[src/rtl/alu_seq_pkg.sv]
// rtl/alu_seq_pkg.sv - shared encodings for the 16-bit ALU sequencer
// Purpose: op codes, ALU acode constants, FSM state type and the op->acode
//          helper used by alu_seq and alu_seq_mul.
// Ports:   none (package).
package alu_seq_pkg;

  // Sequencer operation codes (op input)
  localparam logic [2:0] OP_ADD = 3'b000;
  localparam logic [2:0] OP_SUB = 3'b001;
  localparam logic [2:0] OP_AND = 3'b010;
  localparam logic [2:0] OP_OR  = 3'b011;
  localparam logic [2:0] OP_XOR = 3'b100;
  localparam logic [2:0] OP_MUL = 3'b101;

  // External ALU operation codes (alu_acode output)
  localparam logic [2:0] AC_ADD = 3'b000;
  localparam logic [2:0] AC_ADC = 3'b001;
  localparam logic [2:0] AC_AND = 3'b100;
  localparam logic [2:0] AC_OR  = 3'b101;
  localparam logic [2:0] AC_XOR = 3'b110;

  typedef enum logic [2:0] {
    S_IDLE,
    S_LO,
    S_HI,
    S_MUL,
    S_DONE
  } state_t;

  // ALU code for the bytewise logic ops; same code on both bytes.
  function automatic logic [2:0] logic_acode(input logic [2:0] op);
    case (op)
      OP_AND:  return AC_AND;
      OP_OR:   return AC_OR;
      default: return AC_XOR;
    endcase
  endfunction

endpackage

[src/rtl/alu_seq_mul.sv]
// rtl/alu_seq_mul.sv - product register and iteration counter for MUL8
// Purpose: holds the shift-add partial product P and counts 8 iterations.
// Ports:   clk, rst (sync active-high); load seeds P={8'h00,a_lo};
//          step advances P with the ALU byte sum; p is the current partial
//          product, p_next its value after this step, last marks iteration 8.
module alu_seq_mul (
  input  logic        clk,
  input  logic        rst,
  input  logic        load,
  input  logic        step,
  input  logic [7:0]  a_lo,
  input  logic [7:0]  alu_r,
  input  logic        alu_carry_out,
  output logic [15:0] p,
  output logic [15:0] p_next,
  output logic        last
);

  logic [2:0] cnt;

  // The ALU carry becomes the new MSB; the consumed multiplier bit shifts out.
  assign p_next = {alu_carry_out, alu_r, p[7:1]};
  assign last   = (cnt == 3'd7);

  always_ff @(posedge clk) begin
    if (rst) begin
      p   <= 16'h0000;
      cnt <= 3'd0;
    end else if (load) begin
      p   <= {8'h00, a_lo};
      cnt <= 3'd0;
    end else if (step) begin
      p   <= p_next;
      cnt <= cnt + 3'd1;
    end
  end

endmodule

[src/rtl/alu_seq.sv]
// rtl/alu_seq.sv - multi-cycle sequencer driving an external 8-bit ALU
// Purpose: runs 16-bit ADD/SUB/AND/OR/XOR as two byte steps on the ALU, and
//          optionally an 8x8 shift-add multiply (macro ALU_SEQ_MUL_EN).
// Ports:   clk, rst (sync active-high); start/op/a/b request;
//          alu_a/alu_b/alu_carry_in/alu_is_shift/alu_scode/alu_acode drive
//          the ALU, alu_r/alu_zero/alu_carry_out come back from it;
//          busy/done handshake; result/zero/carry/illegal held results.
module alu_seq
  import alu_seq_pkg::*;
(
  input  logic        clk,
  input  logic        rst,
  input  logic        start,
  input  logic [2:0]  op,
  input  logic [15:0] a,
  input  logic [15:0] b,
  output logic [7:0]  alu_a,
  output logic [7:0]  alu_b,
  output logic        alu_carry_in,
  output logic        alu_is_shift,
  output logic [1:0]  alu_scode,
  output logic [2:0]  alu_acode,
  input  logic [7:0]  alu_r,
  input  logic        alu_zero,
  input  logic        alu_carry_out,
  output logic        busy,
  output logic        done,
  output logic [15:0] result,
  output logic        zero,
  output logic        carry,
  output logic        illegal
);

  state_t      state;
  logic [2:0]  op_q;
  logic [15:0] a_q;
  logic [15:0] b_q;
  logic [7:0]  r_lo;
  logic        z_lo;
  logic        c_lo;
  logic        legal;
  logic        step_carry;

`ifdef ALU_SEQ_MUL_EN
  logic [15:0] mul_p;
  logic [15:0] mul_p_next;
  logic        mul_last;

  alu_seq_mul u_mul (
    .clk           (clk),
    .rst           (rst),
    .load          (state == S_IDLE && start && op == OP_MUL),
    .step          (state == S_MUL),
    .a_lo          (a[7:0]),
    .alu_r         (alu_r),
    .alu_carry_out (alu_carry_out),
    .p             (mul_p),
    .p_next        (mul_p_next),
    .last          (mul_last)
  );

  assign legal = (op <= OP_XOR) || (op == OP_MUL);
`else
  assign legal = (op <= OP_XOR);
`endif

  assign alu_is_shift = 1'b0;
  assign alu_scode    = 2'b00;

  // ALU port mux; all zero outside the byte and multiply steps.
  always_comb begin
    alu_a        = 8'h00;
    alu_b        = 8'h00;
    alu_carry_in = 1'b0;
    alu_acode    = AC_ADD;
    case (state)
      S_LO: begin
        alu_a = a_q[7:0];
        case (op_q)
          OP_ADD: begin alu_b = b_q[7:0];  alu_acode = AC_ADD; end
          OP_SUB: begin alu_b = ~b_q[7:0]; alu_acode = AC_ADC; alu_carry_in = 1'b1; end
          default: begin alu_b = b_q[7:0]; alu_acode = logic_acode(op_q); end
        endcase
      end
      S_HI: begin
        alu_a = a_q[15:8];
        case (op_q)
          OP_ADD: begin alu_b = b_q[15:8];  alu_acode = AC_ADC; alu_carry_in = c_lo; end
          OP_SUB: begin alu_b = ~b_q[15:8]; alu_acode = AC_ADC; alu_carry_in = c_lo; end
          default: begin alu_b = b_q[15:8]; alu_acode = logic_acode(op_q); end
        endcase
      end
`ifdef ALU_SEQ_MUL_EN
      S_MUL: begin
        alu_a = mul_p[15:8];
        alu_b = mul_p[0] ? b_q[7:0] : 8'h00;
      end
`endif
      default: ;
    endcase
  end

  // The ALU folds carry_in into alu_b within 8 bits, so 0xFF+1 wraps to 0
  // and loses the carry; restore it here.
  assign step_carry = (alu_acode == AC_ADC && alu_carry_in && alu_b == 8'hFF)
                      ? 1'b1 : alu_carry_out;

  always_ff @(posedge clk) begin
    if (rst) begin
      state   <= S_IDLE;
      op_q    <= 3'd0;
      a_q     <= 16'h0000;
      b_q     <= 16'h0000;
      r_lo    <= 8'h00;
      z_lo    <= 1'b0;
      c_lo    <= 1'b0;
      busy    <= 1'b0;
      done    <= 1'b0;
      result  <= 16'h0000;
      zero    <= 1'b0;
      carry   <= 1'b0;
      illegal <= 1'b0;
    end else begin
      done <= 1'b0;
      case (state)
        S_IDLE: begin
          if (start) begin
            op_q <= op;
            a_q  <= a;
            b_q  <= b;
            if (!legal) begin
              // Result and flags keep their previous values.
              illegal <= 1'b1;
              done    <= 1'b1;
              state   <= S_DONE;
            end else begin
              illegal <= 1'b0;
              busy    <= 1'b1;
              state   <= (op == OP_MUL) ? S_MUL : S_LO;
            end
          end
        end
        S_LO: begin
          r_lo  <= alu_r;
          z_lo  <= alu_zero;
          c_lo  <= step_carry;
          state <= S_HI;
        end
        S_HI: begin
          result <= {alu_r, r_lo};
          zero   <= z_lo & alu_zero;
          carry  <= (op_q == OP_ADD || op_q == OP_SUB) ? step_carry : 1'b0;
          busy   <= 1'b0;
          done   <= 1'b1;
          state  <= S_DONE;
        end
`ifdef ALU_SEQ_MUL_EN
        S_MUL: begin
          if (mul_last) begin
            result <= mul_p_next;
            zero   <= (mul_p_next == 16'h0000);
            carry  <= 1'b0;
            busy   <= 1'b0;
            done   <= 1'b1;
            state  <= S_DONE;
          end
        end
`endif
        default: state <= S_IDLE;
      endcase
    end
  end

endmodule
[config.mk]
export PLATFORM = sky130hd
export DESIGN_NAME = alu_seq
export DESIGN_NICKNAME = d
export VERILOG_FILES = /design/src/rtl/alu_seq_pkg.sv /design/src/rtl/alu_seq_mul.sv /design/src/rtl/alu_seq.sv
export SDC_FILE = /design/constraint.sdc
export NUM_CORES = 1
export LEC_CHECK = 0
export CELL_PAD_IN_SITES_DETAIL_PLACEMENT = 1
export CELL_PAD_IN_SITES_GLOBAL_PLACEMENT = 1
export CORE_MARGIN = 3
export CORE_UTILIZATION = 35
export CTS_CLUSTER_DIAMETER = 30
export DETAILED_ROUTE_END_ITERATION = 8
export PLACE_DENSITY = 0.8
export SETUP_SLACK_MARGIN = 0.1
export SYNTH_ARGS = -nofsm -noshare
export SYNTH_HDL_FRONTEND = slang
export SYNTH_SLANG_ARGS = --single-unit
export TNS_END_PERCENT = 10
[constraint.sdc]
create_clock -name clk -period 3.65 [get_ports clk]
set_input_delay 0.9125 -clock clk [delete_from_list [all_inputs] [get_ports clk]]
set_output_delay 0.9125 -clock clk [all_outputs]
set_load 0.1 [all_outputs]
# Yosys cells after proc, flatten, opt, wreduce, memory -nomap -nowiden
# Index checks and enable logic that the tools add are counted.
[classes]
n_reduce_logical = 9
n_bitwise = 3
magnitude_cmp = 1
n_eq_ne = 10
muxes = 23
[op_table]
columns = ["cell", "count"]
rows = [
  ["8-bit case mux with 2 select lines", 2],
  ["8-bit 2-to-1 mux", 2],
  ["8-bit inverter", 2],
  ["3-bit case mux with 2 select lines", 2],
  ["3-bit by 1-bit == test with 1-bit output, second input constant", 3],
  ["3-bit by 2-bit == test with 1-bit output, second input constant", 3],
  ["3-bit 2-to-1 mux", 3],
  ["3-bit case mux with 3 select lines", 1],
  ["8-bit == test, second input constant", 1],
  ["1-bit 2-to-1 mux", 8],
  ["3-bit zero test", 2],
  ["1-bit case mux with 2 select lines", 3],
  ["2-bit != test, second input constant", 2],
  ["2-bit case mux with 2 select lines", 1],
  ["3-bit == test, second input constant", 1],
  ["3-bit <= comparator, second input constant", 1],
  ["3-bit AND reduction", 1],
  ["1-bit logical AND", 2],
  ["2-bit 2-to-1 mux", 1],
  ["2-bit AND reduction", 1],
  ["2-bit nonzero test", 1],
  ["2-bit OR reduction", 1],
  ["1-bit AND", 1],
  ["1-bit logical OR", 1],
]
[word_totals]
input_bits = 48
output_inout_bits = 44
register_bits = 69
word_cells = 59

# Logic depth before layout (Yosys ltp)
# Gate-level depths: netlist (run 1).
[logic_depth]
word_depth = 9
mapped_depth = 6
mapped_depth_nobuf = 5

# Worst setup path before layout (run 1)
# Ideal clock, no wire load.
[synth_timing]
path_type = "reg-to-output"
from = "reg state[1]"
to = "out alu_b[4]"
required_time_ns = 2.738
path_stages_with_launch = 6
n_path_buf = 3
slack_ns = 0.006
arrival_ns = 2.732
path_cell_list = "dfxtp_1 > buf_2 > or3b_1 > clkbuf_1 > buf_2 > o22ai_1"
[synth_via]
elab_chain_len = 2
elab_cells_between_ends = 3
classes_between = "2 x eq/ne; 1 x mux"
[synth_rtl]
columns = ["item", "line", "source"]
rows = [
  ["start, declared", "alu_seq.sv:34", "state_t state;"],
  ["start signal, assigned", "alu_seq.sv:139", "state <= (op == OP_MUL) ? S_MUL : S_LO;"],
  ["3-bit by 2-bit == test with 1-bit output / 3-bit by 1-bit == test with 1-bit output (equally long branches)", "alu_seq.sv:76", "case (state)"],
  ["8-bit case mux with 2 select lines *", "alu_seq.sv:76", ""],
  ["end, declared", "alu_seq.sv:18", "output logic [7:0] alu_b,"],
]
# Mark *: on every way between the ends. The rest lies on a longest branch, timed or not.

# Final worst setup path (run 1)
[layout_timing]
from = "reg state[2]"
to = "out alu_a[5]"
[layout_via]
elab_chain_len = 2
elab_cells_between_ends = 3
classes_between = "2 x eq/ne; 1 x mux"
[layout_rtl]
columns = ["item", "line", "source"]
rows = [
  ["3-bit by 2-bit == test with 1-bit output / 3-bit by 1-bit == test with 1-bit output (equally long branches)", "alu_seq.sv:76", ""],
  ["8-bit case mux with 2 select lines *", "alu_seq.sv:76", ""],
  ["end, declared", "alu_seq.sv:17", "output logic [7:0] alu_a,"],
]
# Marks and branches as above.

==> flow_summary.toml, run 1 <==
[floorplan]
core_sq_mm = 0.00797
die_w_um = 97.8
fp.dieH_um = 97.8
die_area_sq_mm = 0.00956
io_pins = 92
initial_core_util = 0.370
num_rows = 32

[synthesis]
synth_edf_count = 0
synth_warnings = 0
synth.yosys.seq_area_share = 0.468
syn_area_per_cell_sq_um = 7.91
netlist_instances = 373
synth_ff_type = "dfxtp_1"
synth_cell_types = 39
synthArstFlopShare = 0
syn-cell-area_sq_mm = 0.00295
ys_seq_elements = 69

[final_layout]
final_cell_mix = "nand2_1 (124), dfxtp_1 (69), a21oi_1 (65), clkdlybuf4s50_1 (64), buf_12 (19)"
n_fill_cell = 924
antenna_cells = 0
final_nets = 498
syn_to_final_growth_pct = 45.6
drive_above_1_share = 0.114
final_common_cell = "nand2_1"

[critical_path]
worstPathArrival_ns = 2.27
cp-start-kind = "register"
cp_max_fo = 22
r2r_cells = 6
critPathRequiredTime_ns = 2.74
critPathKind = "register to output pin"
cp-end-kind = "output pin"

[sta]
finalHoldViolCount = 0
clock_skew_ns = 0.0108
setup_viol = 0
worst_pin_slew_ns = 0.970
min_period_over_period = 0.871
timing.final.max_slew_violations = 0
slew_headroom = 0.352
fin_crit_ns = 3.18
final.setup.tns_ns = 0
fmax_ghz = 0.315
rsz0062_at_grt = "no"

[grt]
grt_use_total = 0.179
grt_overflow = 0
grt_pass1_wl_um = 14000
antenna_found_initial = 0
grt_pass1_vias = 2852
grt_max_degree = 70

[detailed_routing]
post_drt_wl_per_cell_um = 15.9
wirelength_um = 8830
via_count = 2846
detail-route-antenna-nets = 0
first_pass_iters = 4
via_per_inst = 5.11
drtIter0Drc = 84
drc = 0

[clock_tree]
cts_root_buf = "clkbuf_8"
cts.clk_slew.worst_paths_ns = 0.08
cts_tree = "done"
clockBufferDepth = 2
cts_made_buffers = 9
cts_setup_buffers = 0
cts-hold-fix-buffers = 0
htreeDepth = 3
cts_resized = 0
clk_latency_ns = 0.34
clock-sinks = 69

[placement]
routabilityCongestion = 0.806
io_buffers = 88
hpwl_um = 6210

[pwr]
p_per_area_mw_per_mm2 = 451
peakVddDrop_v = 0.000264
total_power_mw = 1.94
power_leakage_nw = 1.51

[hold_path]
holdPathStages = 2
hp-class = "register to register"

[outcome]
status = "completed"

[run]
drv_cap = 0
[cell families (layout without fill, tap and decap cells)]
| logic type | Yosys count | count (layout) | share of synthesized area |
|---|---|---|---|
| buf+inv | 32 | 112 | 0.0522 |
| simple gates | 160 | 160 | 0.240 |
| compound gates | 92 | 92 | 0.180 |
| mux | 5 | 5 | 0.0170 |
| xor+xnor | 14 | 14 | 0.0416 |
| other cells | 1 | 3 | 0.00127 |
| flops | 69 | 69 | 0.468 |
[power by group]
| group | leakage, nW | internal (mW) | switching [mW] |
|---|---|---|---|
| Sequential | 0.563 | 0.790 | 0.0342 |
| Clock | 0.124 | 0.457 | 0.310 |
| Combinational | 0.824 | 0.131 | 0.213 |
[worst max-delay path: stages, from the launching register on]
cell	delay, ns
dfxtp_1	0.39
nor2_1	0.39
and2_1	0.38
buf_4	0.33
a22o_1	0.24
buf_12	0.19
[layout make-up]
class	count	area (sq um)	area share
multi-input cells	274	1430	0.332
flip-flops and latches	69	1380	0.322
repair buffers	95	1110	0.258
well taps	102	128	0.0297
clock buffers	9	124	0.0289
clock inverters	7	121	0.0283
inverters	1	3.75	0.000874
[cell usage after synthesis (2+ instances only)]
cell type,number,area [sq um]
xnor2_1,14,123
a31oi_1,4,25.0
o21ai_0,2,10.0
nand3b_1,3,22.5
and2_1,2,12.5
buf_2,12,60.1
clkbuf_1,12,45.0
a22o_1,8,70.1
nor4_1,4,25.0
nand2_1,124,465
mux2i_1,5,50.1
buf_4,3,22.5
nor2_1,7,26.3
o22ai_1,8,50.1
nor3_1,4,20.0
buf_1,3,11.3
nand3_1,3,15.0
a21oi_1,65,325
and4_1,2,17.5
dfxtp_1,69,1380
[worst paths after layout]
kind	startpoint	end	slack [ns]
setup / recovery	state[2]	alu_a[5]	0.47
hold / removal	r_lo[7]	result[7]	0.46
setup reg to reg	op_q[2]	c_lo	1.55
hold reg to reg	r_lo[7]	result[7]	0.46
[sequential cells by signal, summed over array words and instances (netlist names)]
register,count
done,1
r_lo,8
b_q,16
c_lo,1
z_lo,1
carry,1
op_q,3
state,3
a_q,16
busy,1
zero,1
result,16
illegal,1
[routing by layer]
layer / vias up / wire length (um) / track usage
met1: 1364 / 3970 / 0.227
met5: - / 0 / 0
met4: 0 / 52 / 0.0341
met2: 71 / 4300 / 0.298
li1: 1405 / - / -
met3: 6 / 509 / 0.0607
[through the flow]
step / cell area, sq um / instances / utilization / worst slack [ns] / hold WS (ns)
2_1_floorplan: 2960 / 375 / - / 0.00567 / 0.432
3_3_place_gp: 4050 / 541 / 0.508 / 0.895 / 0.440
3_5_place_dp: 4050 / 541 / 0.508 / 0.835 / 0.446
4_1_cts: 4290 / 557 / 0.539 / 0.440 / 0.454
5_1_grt: 4290 / 557 / 0.539 / 0.268 / 0.470
6_report: 4290 / 557 / 0.539 / 0.472 / 0.458
(Power assumes the default switching activity.)
==> inputs of run 2 (changes only) <==
- SYNTH_HIERARCHICAL: not set -> 1
==> results of run 2 <==
The final DEF is identical to that of run 1; final timing and power are the same.
Among the figures that moved: Yosys warning count 0 -> 6
==> variant 1 (config.mk and constraints of run 1) <==
Reset style: asynchronous (`rst`), changed in one clocked block.
--- a/src/rtl/alu_seq.sv
+++ b/src/rtl/alu_seq.sv
@@ -105,7 +105,7 @@
   assign step_carry = (alu_acode == AC_ADC && alu_carry_in && alu_b == 8'hFF)
                       ? 1'b1 : alu_carry_out;
 
-  always_ff @(posedge clk) begin
+  always_ff @(posedge clk or posedge rst) begin
     if (rst) begin
       state   <= S_IDLE;
       op_q    <= 3'd0;
Check against the original RTL: differs if rst is asserted again (counterexample within 4 cycles, from zero or initial values and one cycle with rst high); with rst held inactive, the same outputs for 10 cycles.
==> variant 1 against run 1 <==
Setup slack improved by 0.13 ns. Sequential cell count did not move. Area after synthesis rose by 4.1%. Cell area rose by 4.3%. Wire length fell by 13%. Clock skew fell by 0.0050 ns. Highest routed layer unchanged.
Power is not compared: it rests on default switching activity, and its combinational part moved more than twofold at a synthesized area within 25%.
==> variant 1: results (changes against run 1) <==
| Metric | Value |
|---|---|
| Result of the run | completed |
| First-pass GRT wire length | 12.3 mm (-12%) |
| Final estimated routing congestion in global placement | 0.777 (-3.6%) |
| Hold Path Origin | r_lo[2]$_DFFE_PP0P_ |
| Worst-case reg-to-reg path depth | 4 (-2) |
| Multiplexer fraction of the synthesized cell area | 14.1% (+12 points) |
| Top cells by area, synth | dfrtp_1, nand2_1, mux2_2, xnor2_1, mux2_1 |
| Critical path destination | alu_acode[0] |
| Vias per Instance | 4.87 (-4.6%) |
| Critical Path Source | state[2]$_DFFE_PP0P_ |
| Wire length on met1 | 3.18 mm (-20%) |
| HPWL after DPL | 5.79 mm (-6.8%) |
| Most used flip-flop cell after synthesis | dfrtp_1 |
| Routed Wire Length | 7.67 mm (-13%) |
| Sequential-to-total area share from yosys stat | 56.3% (+9.4 points) |
| R2R Setup Slk | 1.58 ns (+0.03 ns) |
| Met3 usage | 5.33% (-0.74 points) |
| Via count of the first global-routing pass | 2,449 (-14%) |
| Most numerous cell types in the synthesized netlist | nand2_1, dfrtp_1, mux2_2 |
| Endpoint of the worst register-to-register path | op_q[1]$_DFFE_PP0P_ |
| Signal arrival time at the worst endpoint | 2.13 ns (-0.14 ns) |
| CP max stage cell | or3b_2 |
| Synth unique cells | 36 (-7.7%) |
| Least-Margin Pin Slew | 0.975 ns (+0.00551 ns) |
| Met1 track demand over resource | 18.8% (-3.9 points) |
variant 1: per-stage QoR:
| step | hold slack, ns | cells | util (%) | instance area, um^2 | worst slack (ns) |
|---|---|---|---|---|---|
| after CTS | 0.474 | 480 | 53.4 | 4480 | 0.581 |
| after global routing | 0.502 | 480 | 53.4 | 4480 | 0.461 |
| after detailed placement | 0.456 | 464 | 50.9 | 4270 | 0.868 |
| final | 0.467 | 480 | 53.4 | 4480 | 0.607 |
| after floorplan | 0.439 | 281 | - | 3080 | 0.0190 |
| after global placement | 0.448 | 464 | 50.9 | 4270 | 0.934 |
variant 1: report_power, final:
part	switching, W	internal (W)	total [W]
Sequential	0.000254	0.00110	0.00135
Clock	0.000273	0.000385	0.000657
Combinational	0.00172	0.000814	0.00253
Total	0.00225	0.00230	0.00454
variant 1: final cells by class:
class	instances	share of cell area [%]
timing repair buffer	97	25.5
clock inverter	4	1.62
tap	105	2.93
clock buffer	12	3.02
multi-input combinational	190	28.1
sequential	69	38.6
inverter	3	0.251
==> variant 2 (config.mk and constraints of run 1) <==
Made on the original files. Add a define of `ALU_SEQ_MUL_EN`.
--- a/src/rtl/alu_seq.sv
+++ b/src/rtl/alu_seq.sv
@@ -5,6 +5,8 @@
 //          alu_a/alu_b/alu_carry_in/alu_is_shift/alu_scode/alu_acode drive
 //          the ALU, alu_r/alu_zero/alu_carry_out come back from it;
 //          busy/done handshake; result/zero/carry/illegal held results.
+`define ALU_SEQ_MUL_EN
+
 module alu_seq
   import alu_seq_pkg::*;
 (
Behaviour: not the same (a bounded check fails within 4 cycles, from zero or initial values and one cycle with rst high).
==> variant 2 against run 1 <==
Combinational power grew 55%. Non-clock buffer count up 2. Cell area grew 24%. Sequential cell count rose by 19. Fmax decreased by 3.5%. Die area rose by 32%. Core utilization decreased by 5.0 points. Total power increased by 32%. Wire length is 40% higher. Register-to-register slack lost 0.44 ns. Area after synthesis increased by 34%. Final cell count up 29%. Setup slack worse by 0.12 ns. Critical endpoint is now alu_b[1].
==> variant 2: results (changes against run 1) <==
| Metric | Value |
|---|---|
| Result of the run | completed |
| Routed Wire Length | 12.3 mm (+40%) |
| Synth unique cells | 46 (+18%) |
| Leakage power | 1.97 nW (+30%) |
| Internal | 0.00175 W (+27%) |
| Final net count | 621 (+25%) |
| Placed Cells | 700 (+29%) |
| Hold WC Path Type | reg -> reg |
| Placed cell area | 0.00503 mm^2 (+24%) |
| Pin count of the biggest net entering global routing | 58 (-17%) |
| Number of iterations in the first detailed-routing pass | 4 (unchanged) |
| Sequential-to-total area share from yosys stat | 44.6% (-2.2 points) |
| HPWL after DPL | 8.97 mm (+45%) |
| Via count of the first global-routing pass | 3,980 (+40%) |
| Highest net fanout along the worst path | 23 (+4.5%) |
| Most numerous cell types in the synthesized netlist | nand2_1, dfxtp_1, a21oi_1 |
| IR drop worst, VDD | 0.219 mV (-17%) |
| CTS root buffer | clkbuf_16 |
| Most used flip-flop cell after synthesis | dfxtp_1 |
| Final estimated routing congestion in global placement | 0.853 (+5.8%) |
| Headroom to the max-slew limit | 27.0% (-8.2 points) |
| Antenna violations before repair | 0 (unchanged) |
| Clock latency on the worst-skew pair | 0.34 ns (about the same) |
| Worst-case clock skew | 0.00931 ns (-0.00147 ns) |
| Wirelength per Cell | 17.2 um (+8.6%) |
| Antenna diode instance count | 0 (unchanged) |
| Clock-pin transition on the worst setup and hold timing paths | 0.06 ns (-0.02 ns) |
| Share of cells above drive strength 1 | 14.2% (+2.8 points) |
| Top cells by area, synth | dfxtp_1, nand2_1, a21oi_1, nor2_1, a211oi_1 |
| First-pass GRT wire length | 20.3 mm (+45%) |
| Post-Syn Instances | 504 (+35%) |
| Count of fill cells added during filler insertion | 1,331 (+44%) |
| Number of design-rule violations left by the first detailed-router iteration | 136 (+62%) |
| Vias per Instance | 5.30 (+3.8%) |
| Total global routing track utilization | 19.7% (+1.8 points) |
-- variant 2: changes by cell type in the layout (fill, tap and decap cells not counted), sizes merged, moves of 9 or more --
cell,run 1,this run
clkdlybuf4s50,64,48
nor2,8,44
a22oi,0,13
a311oi,0,9
nand2,124,133
a21oi,65,75
a211oi,1,16
buf,31,49
dfxtp,69,88
xnor2,14,5
-- variant 2: power groups by stage --
stage / Combinational, W / Clock, W / Sequential, W
after global routing: 0.000567 / 0.00102 / 0.00107
after detailed placement: 0.000532 / 0 / 0.00109
after CTS: 0.000535 / 0.000982 / 0.00106
final: 0.000532 / 0.000961 / 0.00106
after floorplan: 0.000270 / 0 / 0.00117
after global placement: 0.000521 / 0 / 0.00108
-- variant 2: cell type report --
cell class | instances | area (um^2) | area share (%)
Tap cell | 140 | 175 | 3.28
Sequential cell | 88 | 1760 | 33.0
Clock buffer | 10 | 239 | 4.48
Clock inverter | 6 | 72.6 | 1.36
Timing Repair Buffer | 97 | 1100 | 20.5
Inverter | 3 | 11.3 | 0.211
Multi-Input combinational cell | 372 | 1980 | 37.2
-- variant 2: stage by stage --
stage | power (W) | util (%) | setup slack [ns]
after floorplan | 0.00144 | - | 0.133
after global placement | 0.00160 | 46.0 | 0.810
after detailed placement | 0.00162 | 46.0 | 0.733
after CTS | 0.00258 | 48.8 | 0.360
after global routing | 0.00266 | 48.8 | 0.184
final | 0.00256 | 48.8 | 0.355
-- variant 2: path summary, 6_finish.rpt --
path	start	endpoint	slack (ns)	cells past startpoint
worst max-delay path	state[0]$_SDFFE_PP0P_	alu_b[1]	0.35	5
worst min-delay path	a_q[5]$_SDFFE_PP0P_	a_q[5]$_SDFFE_PP0P_	0.46	2
worst max register to register	state[0]$_SDFFE_PP0P_	c_lo$_SDFFE_PP0P_	1.11	6
worst min register to register	a_q[5]$_SDFFE_PP0P_	a_q[5]$_SDFFE_PP0P_	0.46	2
-- variant 2: kinds of logic after synthesis --
kind of cell               after synthesis  share of synthesized area (%)
DFF                                     88                           44.6
muxes                                    8                           2.28
other                                    1                         0.0950
AOI/OAI and AO/OA                      135                           21.5
and+or+nand+nor                        219                           24.2
xor gates and xnor gates                 5                           1.11
buffers and inverters                   46                           5.58
adders and majority gates                2                          0.634
-- variant 2: metal layers --
layer	track usage (%)	vias to the layer above	share of wire [%]
met4	5.21	0	1.4
met2	36.1	76	52
met1	23.5	1828	42
li1	-	1879	-
met3	3.83	15	4.0
met5	0	-	0
-- variant 2: critical path, cell delays in order, from the launching register on --
cell and delay, ns:
dfxtp_1 0.80, or3b_1 0.56, o22ai_1 0.21, a22oi_1 0.11, nand2_1 0.16, buf_12 0.19
